$ cat src/rtl/tia_fb_writer.sv
// TIA pixel stream -> 16-bit framebuffer writer.
// Pairs even/odd pixels into words, buffers them, drains via stb/ack.
// Params: DEPTH (FIFO words, pow2 >= 4), FLUSH_TIMEOUT (0 = off).
// Ports: clk_i, rst_ni, vid_dat_i/adr_i/wr_i, flush_i, clr_ovf_i,
//   mem_stb_o/adr_o/dat_o/sel_o, mem_ack_i, busy_o, ovf_o, drop_cnt_o.
// Optional: define TIA_FB_DROP_CNT_EN to build the drop counter.
module tia_fb_writer #(
  parameter int DEPTH         = 16,
  parameter int FLUSH_TIMEOUT = 255
) (
  input  logic        clk_i,
  input  logic        rst_ni,
  input  logic [6:0]  vid_dat_i,
  input  logic [15:0] vid_adr_i,
  input  logic        vid_wr_i,
  input  logic        flush_i,
  input  logic        clr_ovf_i,
  output logic        mem_stb_o,
  output logic [14:0] mem_adr_o,
  output logic [15:0] mem_dat_o,
  output logic [1:0]  mem_sel_o,
  input  logic        mem_ack_i,
  output logic        busy_o,
  output logic        ovf_o,
  output logic [15:0] drop_cnt_o
);

  localparam int AW = $clog2(DEPTH);
  localparam int IW =
    (FLUSH_TIMEOUT > 0) ? $clog2(FLUSH_TIMEOUT + 1) : 1;
  localparam logic [IW-1:0] TO = IW'(FLUSH_TIMEOUT);
  localparam logic [AW:0] FULL_CNT = (AW+1)'(DEPTH);
  localparam logic [AW:0] ONE_CNT = (AW+1)'(1);

  localparam logic [0:0] S_IDLE = 1'b0;
  localparam logic [0:0] S_REQ  = 1'b1;

  // Incoming pixel, placed in its lane
  logic [14:0] px_w;
  logic [7:0]  px_b;
  logic [15:0] px_dat;
  logic [1:0]  px_sel;

  assign px_w   = vid_adr_i[15:1];
  assign px_b   = {vid_dat_i, 1'b0};
  assign px_dat = vid_adr_i[0] ? {px_b, 8'h00} : {8'h00, px_b};
  assign px_sel = vid_adr_i[0] ? 2'b10 : 2'b01;

  // Pending (partial) word
  logic        pend_v_q, pend_v_d;
  logic [14:0] pend_w_q, pend_w_d;
  logic [15:0] pend_dat_q, pend_dat_d;
  logic [1:0]  pend_sel_q, pend_sel_d;
  logic        flush_q, flush_d;
  logic [IW-1:0] idle_q, idle_d;

  logic        push;
  logic [32:0] push_word;
  logic        timeout;
  logic        can_merge;
  logic [1:0]  merged_sel;

  assign merged_sel = pend_sel_q | px_sel;
  assign can_merge  = (px_w == pend_w_q) && ((pend_sel_q & px_sel) == 2'b00);
  assign timeout    = (FLUSH_TIMEOUT != 0) && (idle_q == TO);

  always_comb begin
    idle_d = idle_q;
    if (vid_wr_i) begin
      idle_d = '0;
    end else if (idle_q != TO) begin
      idle_d = idle_q + 1'b1;
    end
  end

  always_comb begin
    pend_v_d   = pend_v_q;
    pend_w_d   = pend_w_q;
    pend_dat_d = pend_dat_q;
    pend_sel_d = pend_sel_q;
    flush_d    = flush_q;
    push       = 1'b0;
    push_word  = {pend_w_q, pend_dat_q, pend_sel_q};
    if (vid_wr_i) begin
      // A flush seen under a pixel is deferred to the next free cycle
      flush_d = flush_q | flush_i;
      if (!pend_v_q) begin
        pend_v_d   = 1'b1;
        pend_w_d   = px_w;
        pend_dat_d = px_dat;
        pend_sel_d = px_sel;
      end else if (can_merge) begin
        if (merged_sel == 2'b11) begin
          push      = 1'b1;
          push_word = {pend_w_q, pend_dat_q | px_dat, 2'b11};
          pend_v_d  = 1'b0;
        end else begin
          pend_dat_d = pend_dat_q | px_dat;
          pend_sel_d = merged_sel;
        end
      end else begin
        push       = 1'b1;
        pend_v_d   = 1'b1;
        pend_w_d   = px_w;
        pend_dat_d = px_dat;
        pend_sel_d = px_sel;
      end
    end else if (flush_i || flush_q) begin
      flush_d = 1'b0;
      if (pend_v_q) begin
        push     = 1'b1;
        pend_v_d = 1'b0;
      end
    end else if (timeout && pend_v_q) begin
      push     = 1'b1;
      pend_v_d = 1'b0;
    end
  end

  always_ff @(posedge clk_i or negedge rst_ni) begin
    if (!rst_ni) begin
      pend_v_q   <= 1'b0;
      pend_w_q   <= '0;
      pend_dat_q <= '0;
      pend_sel_q <= '0;
      flush_q    <= 1'b0;
      idle_q     <= '0;
    end else begin
      pend_v_q   <= pend_v_d;
      pend_w_q   <= pend_w_d;
      pend_dat_q <= pend_dat_d;
      pend_sel_q <= pend_sel_d;
      flush_q    <= flush_d;
      idle_q     <= idle_d;
    end
  end

  // Word FIFO: entry = {word addr, data, sel}
  logic [32:0] fifo_q [DEPTH];
  logic [AW:0] wr_ptr_q, rd_ptr_q;
  logic [AW:0] count;
  logic        empty, full;
  logic        pop, push_ok, drop;
  logic [32:0] head;
  logic [0:0]  state_q, state_d;

  assign count   = wr_ptr_q - rd_ptr_q;
  assign empty   = (count == '0);
  assign full    = (count == FULL_CNT);
  assign pop     = (state_q == S_REQ) && mem_ack_i;
  // A pop in the same cycle frees the slot before the push lands
  assign push_ok = push && (!full || pop);
  assign drop    = push && full && !pop;
  assign head    = fifo_q[rd_ptr_q[AW-1:0]];

  always_ff @(posedge clk_i) begin
    if (push_ok) begin
      fifo_q[wr_ptr_q[AW-1:0]] <= push_word;
    end
  end

  always_ff @(posedge clk_i or negedge rst_ni) begin
    if (!rst_ni) begin
      wr_ptr_q <= '0;
      rd_ptr_q <= '0;
    end else begin
      if (push_ok) wr_ptr_q <= wr_ptr_q + 1'b1;
      if (pop)     rd_ptr_q <= rd_ptr_q + 1'b1;
    end
  end

  // Master: bus fields come straight from the FIFO head while in REQ
  always_comb begin
    state_d = state_q;
    unique case (state_q)
      S_IDLE: begin
        if (!empty) state_d = S_REQ;
      end
      S_REQ: begin
        if (mem_ack_i && !(count > ONE_CNT) && !push_ok) begin
          state_d = S_IDLE;
        end
      end
      default: state_d = S_IDLE;
    endcase
  end

  always_ff @(posedge clk_i or negedge rst_ni) begin
    if (!rst_ni) begin
      state_q <= S_IDLE;
    end else begin
      state_q <= state_d;
    end
  end

  assign mem_stb_o = (state_q == S_REQ);
  assign mem_adr_o = mem_stb_o ? head[32:18] : '0;
  assign mem_dat_o = mem_stb_o ? head[17:2]  : '0;
  assign mem_sel_o = mem_stb_o ? head[1:0]   : '0;
  assign busy_o    = pend_v_q | !empty | mem_stb_o;

  // Overflow flag: a drop beats a simultaneous clear
  logic ovf_q, ovf_d;

  always_comb begin
    ovf_d = ovf_q;
    if (clr_ovf_i) ovf_d = 1'b0;
    if (drop)      ovf_d = 1'b1;
  end

  always_ff @(posedge clk_i or negedge rst_ni) begin
    if (!rst_ni) begin
      ovf_q <= 1'b0;
    end else begin
      ovf_q <= ovf_d;
    end
  end

  assign ovf_o = ovf_q;

`ifdef TIA_FB_DROP_CNT_EN
  logic [15:0] drop_cnt_q, drop_cnt_d;

  always_comb begin
    drop_cnt_d = drop_cnt_q;
    if (clr_ovf_i) drop_cnt_d = '0;
    if (drop && (drop_cnt_d != 16'hFFFF)) begin
      drop_cnt_d = drop_cnt_d + 1'b1;
    end
  end

  always_ff @(posedge clk_i or negedge rst_ni) begin
    if (!rst_ni) begin
      drop_cnt_q <= '0;
    end else begin
      drop_cnt_q <= drop_cnt_d;
    end
  end

  assign drop_cnt_o = drop_cnt_q;
`else
  assign drop_cnt_o = '0;
`endif

endmodule

$ cat config.mk
export PLATFORM = sky130hd
export DESIGN_NAME = tia_fb_writer
export DESIGN_NICKNAME = d
export VERILOG_FILES = /design/src/rtl/tia_fb_writer.sv
export SDC_FILE = /design/constraint.sdc
export NUM_CORES = 1
export LEC_CHECK = 0
export ABC_AREA = 0
export CAP_MARGIN = 20
export CORE_ASPECT_RATIO = 1.2
export CORE_UTILIZATION = 60
export CTS_CLUSTER_DIAMETER = 100
export CTS_CLUSTER_SIZE = 12
export DETAILED_ROUTE_END_ITERATION = 8
export GPL_TIMING_DRIVEN = 0
export PLACE_DENSITY = 0.79
export SETUP_SLACK_MARGIN = 0.05
export SYNTH_ARGS = -nofsm -noshare
export SYNTH_HDL_FRONTEND = slang
export SYNTH_SLANG_ARGS = --single-unit
$ cat constraint.sdc
create_clock -name clk_i -period 17.6 [get_ports clk_i]
set_input_delay 1.76 -clock clk_i [delete_from_list [all_inputs] [get_ports clk_i]]
set_output_delay 1.76 -clock clk_i [all_outputs]
set_load 0.05 [all_outputs]
Word-level counts from Yosys, hierarchy flattened
Memories as Yosys holds them, arrays and structs flattened.
Cells that the tools add are included.
{ "op_classes": {"bitwise_logic": 7, "n_addsub": 4, "n_mux": 41, "reduce_logical": 23, "n_eq_ne": 7, "n_lt_le_gt_ge": 1} }
{ "op_table": {"columns": ["op", "count"], "rows": [
  ["16-bit two-way mux", 5],
  ["18-bit two-way mux", 4],
  ["15-bit two-way mux", 3],
  ["1-bit two-way mux", 21],
  ["8-bit two-way mux", 2],
  ["16-bit bitwise OR", 1],
  ["15-bit == test", 1],
  ["5-bit by 1-bit adder with 5-bit output, second input constant", 2],
  ["2-bit two-way mux", 5],
  ["8-bit by 1-bit adder with 8-bit output, second input constant", 1],
  ["8-bit == test, second input constant", 1],
  ["1-bit logical AND", 8],
  ["8-bit != test, second input constant", 1],
  ["2-bit nonzero test", 3],
  ["5-bit == test, second input constant", 1],
  ["5-bit by 1-bit > comparator with 1-bit output, second input constant", 1],
  ["1-bit logical NOT", 5],
  ["5-bit logical NOT", 1],
  ["5-bit subtractor", 1],
  ["2-bit AND reduction", 2],
  ["3-bit != test, second input constant", 1],
  ["1-bit bitwise OR", 3],
  ["3-bit nonzero test", 1],
  ["2-bit bitwise AND", 1],
  ["other kinds (7)", 8]
]} }
{ "totals": {"mem_count": 1, "regBits": 55, "inputBits": 29, "ramBits": 528, "wordCells": 94} }
{ "mem_list": {"columns": ["memory", "words", "width", "rd", "rd_clocked_by_memory_dff", "write_ports", "line_no", "text"], "rows": [
  ["fifo_q", 16, 33, 1, 0, 1, "139", "logic [32:0] fifo_q [DEPTH];"]
]} }

Longest topological paths before layout
{ "depth": {"ltp_word": 12, "mapped_depth": 12} }

Least setup slack after synthesis
Ideal clock, no wire load.
{ "synth_path": {"kind": "input-to-reg", "from": "input port vid_adr_i[15]", "to": "memory fifo_q[15][0] (enable)", "t_required_ns": 17.097, "path_slack_ns": 11.697, "arrival_time_ns": 5.400, "n_path_buf": 0, "setup_time_ns": 0.503, "stages": 5, "path_cell_list": "xor2_1 > nor4_1 > nand4_1 > nor3_2 > nor4_1"} }
{ "synth_between": {"elab_chain_len": 8} }
{ "synth_lines": {"columns": ["item", "line_no", "text"], "rows": [
  ["start: declaration", "14", "input logic [15:0] vid_adr_i,"],
  ["15-bit == test", "64", "assign can_merge = (px_w == pend_w_q) && ((pend_sel_q & px_sel) == 2'b00);"],
  ["1-bit logical AND", "64", null],
  ["1-bit two-way mux", "92", "end else if (can_merge) begin"],
  ["1-bit two-way mux", "87", "if (!pend_v_q) begin"],
  ["1-bit two-way mux", "84", "if (vid_wr_i) begin"],
  ["1-bit logical AND", "152", "assign push_ok = push && (!full || pop);"],
  ["1-bit two-way mux", "157", "if (push_ok) begin"],
  ["1-bit two-way mux (not written as such)", "158", "fifo_q[wr_ptr_q[AW-1:0]] <= push_word;"],
  ["end: declaration", "139", null]
]} }
Every way passes these cells.

Worst setup path after layout
{ "layout_path": {"from": "register rd_ptr_q[1]", "to": "output port busy_o"} }
{ "layout_between": {"elab_chain_len": 5} }
{ "layout_lines": {"columns": ["item", "line_no", "text"], "rows": [
  ["start: declaration", "140", "logic [AW:0] wr_ptr_q, rd_ptr_q;"],
  ["start signal: assignment", "168", "if (pop) rd_ptr_q <= rd_ptr_q + 1'b1;"],
  ["5-bit subtractor", "147", "assign count = wr_ptr_q - rd_ptr_q;"],
  ["5-bit logical NOT", "148", "assign empty = (count == '0);"],
  ["1-bit logical NOT", "200", "assign busy_o = pend_v_q | !empty | mem_stb_o;"],
  ["1-bit bitwise OR (2 in series)", "200", null],
  ["end: declaration", "23", "output logic busy_o,"]
]} }
Every way passes these cells.

==> impl_metrics.env <==
export IMPL_synthCells=994
export IMPL_port_buffers=62
export IMPL_synth_edf_count=496
export IMPL_path_clk_slew_ns=0.06
export IMPL_num_rows=76
export IMPL_worst_pin_slew_ns=1.09
export IMPL_hold_viol_final=0
export IMPL_cp_required_ns=15.84
export IMPL_routed_via_count=10900
export IMPL_worst_slew_margin_rel_pct=27.1
export IMPL_powerDensity_nw_per_um2=173
export IMPL_antenna_found_initial=0
export IMPL_die_area_sq_um=37000
export IMPL_placed_cells=1564
export IMPL_ctsLongestPathBuffers=3
export IMPL_drc=0
export IMPL_cts_resized=0
export IMPL_synth_most_common_cell="edfxtp_1"
export IMPL_fin_cells=1663
export IMPL_min_period_ns=6.55
export IMPL_synth_ff_type="edfxtp_1"
export IMPL_cts_max_level=2
export IMPL_cts_sinks=549
export IMPL_viasPerCell=6.56
export IMPL_fin_nets=1192
export IMPL_rrSetupSlack_ns=12.64
export IMPL_cts_hold_buffers=0
export IMPL_crit_type="flop to output port"
export IMPL_synth_top_cell_by_area="edfxtp_1"
export IMPL_worstPathMaxFanout=10
export IMPL_synthArstFlopShare_pct=9.65
export IMPL_ios=81
export IMPL_core_area_sq_um=35800
export IMPL_crit_path_end_kind="output port"
export IMPL_arrival_ns=4.79
export IMPL_postRouteAntennaNets=0
export IMPL_cts_setup_buffers=0
export IMPL_min_path_type="flop to flop"
export IMPL_synth_top_cell_area_share_pct=68.4
export IMPL_drv_cap=0
export IMPL_setup_tns_final_ns=0
export IMPL_drt_initial_drc_count=1375
export IMPL_skew_ns=0.0133
export IMPL_rsz0062_at_grt="false"
export IMPL_grt_pass1_wl_mm=73.2
export IMPL_clkLatencyLatePin_ns=0.57
export IMPL_synth_seq_cells=549
export IMPL_syn_to_final_growth_pct=14.8
export IMPL_ys_warn_count=0
export IMPL_die_y_microns=211
export IMPL_synth_area_leaders="edfxtp_1, mux4_2, dfrtp_1"
export IMPL_wire_per_inst_microns=30.1
export IMPL_routed_wl_mm=50.1
export IMPL_power_leakage_uw=0.00836
export IMPL_ys_top_cells_by_count="edfxtp_1, mux4_2, dfrtp_1, and2_1, xor2_1"
export IMPL_outcome="completed"
export IMPL_cts_buffers=51
export IMPL_grt_max_degree=29
export IMPL_startpoint_type="flop"
export IMPL_clock_fmax_mhz=153
export IMPL_setup_violations=0
export IMPL_dr_pass1_iters=5
export IMPL_power_uw=4310
export IMPL_seq_area_frac_synth_pct=74.5
export IMPL_clockRootBuffer="clkbuf_16"
export IMPL_initial_core_util_pct=60.7
export IMPL_finalWeightedCongestion=0.761
export IMPL_grt_pass1_vias=11200
export IMPL_place_hpwl_mm=29.0
export IMPL_grt_usage_pct=28.2
export IMPL_period_share_pct=37.2
export IMPL_syn_area_per_cell_sq_um=21.9
export IMPL_die_w_microns=176
export IMPL_slew_viol_final=0
export IMPL_grt_ovfl_total=0
export IMPL_layout_drive_gt1_share_pct=26.1
export IMPL_synth_cell_area_sq_um=21800
export IMPL_peakVddDrop_uv=130
export IMPL_ys_types=46
export IMPL_cts_tree="built"
[kinds of logic after synthesis]
| logic type | synth area share, % |
|---|---|
| other cells | 0.0172 |
| simple gates | 3.06 |
| compound gates | 1.57 |
| xor+xnor | 1.21 |
| fa+ha+maj | 0.667 |
| flops | 74.5 |
| mux | 17.1 |
| buf+inv | 1.88 |
[cell usage in the layout, fill, tap and decap left out, types with 4 or more instances in the layout]
| cell | instances |
|---|---|
| edfxtp_1 | 496 |
| mux4_2 | 155 |
| clkbuf_1 | 61 |
| clkdlybuf4s50_1 | 61 |
| clkbuf_16 | 53 |
| dfrtp_1 | 53 |
| and2_1 | 33 |
| buf_4 | 23 |
| xor2_1 | 21 |
| conb_1 | 18 |
| a21o_1 | 17 |
| nor2_1 | 15 |
| mux2_2 | 15 |
| a22o_1 | 14 |
| buf_12 | 14 |
| nand2_1 | 13 |
| buf_2 | 13 |
| and3_2 | 12 |
| buf_6 | 10 |
| ha_1 | 10 |
| xnor2_1 | 9 |
| inv_1 | 7 |
| nor4_1 | 6 |
| nand3_1 | 6 |
| buf_1 | 5 |
| nand4_1 | 5 |
| mux2i_1 | 4 |
| nor3_1 | 4 |
[power breakdown]
part           internal (uW)  switching [uW]  total [uW]  leakage, uW
sequential              1600            66.4        1670      0.00517
clock                    562             451        1010     0.000705
combinational            695             933        1630      0.00249
[flip-flops by register name, summed over array words and instances (netlist names)]
signal and count:
wr_ptr_q 5, pend_dat_q 14, ovf_o 1, pend_w_q 15
rd_ptr_q 5, pend_v_q 1, idle_q 8, fifo_q 496
flush_q 1, mem_stb_o 1, pend_sel_q 2
[through the flow]
step / util (%) / setup slack [ns] / hold slack (ns) / area, sq um
after detailed placement: 65.4 / 11.76 / 0.481 / 23400
after CTS: 69.5 / 11.10 / 0.493 / 24900
after global routing: 69.7 / 11.00 / 0.513 / 25000
after floorplan: - / 11.70 / 0.462 / 21800
after global placement: 64.2 / 7.40 / 0.475 / 23000
final: 69.7 / 11.05 / 0.493 / 25000
[critical path, cell delays in order (launching register included)]
cell and delay, ns:
dfrtp_1 0.36, clkbuf_1 0.50, buf_2 0.41, buf_2 0.40, inv_1 0.15, fa_1 0.45, xor2_1 0.19, nor3b_1 0.18
mux2i_1 0.15, or2_2 0.33, or3_1 0.36, clkdlybuf4s50_1 0.71
[final timing paths]
path | endpoint | startpoint | cells past startpoint
max in group asynchronous | pend_w_q[8] | rst_ni | 2
min reg2reg | wr_ptr_q[4] | wr_ptr_q[4] | 1
min in group asynchronous | wr_ptr_q[4] | rst_ni | 1
min | wr_ptr_q[4] | wr_ptr_q[4] | 1
max reg2reg | fifo_q[11][7] | rd_ptr_q[1] | 12
max | busy_o | rd_ptr_q[1] | 11
[metal layers]
metal | GRT usage (%) | part of all wire [%]
met1 | 38.5 | 36
met2 | 46.7 | 51
met3 | 4.61 | 9.7
met4 | 10.3 | 3.1
met5 | 0 | 0
[cell type report]
cell class / count / area [sq um]
clock buffers: 94 / 1480
well taps: 468 / 586
multi-input cells: 391 / 5220
clock inverters: 1 / 5.00
plain buffers: 63 / 379
flip-flops and latches: 549 / 16200
fillers: 2086 / 10900
inverters: 8 / 30.0
diodes: 1 / 2.50
repair buffers: 88 / 1050
Note: power is estimated with default switching activity, not from simulation.
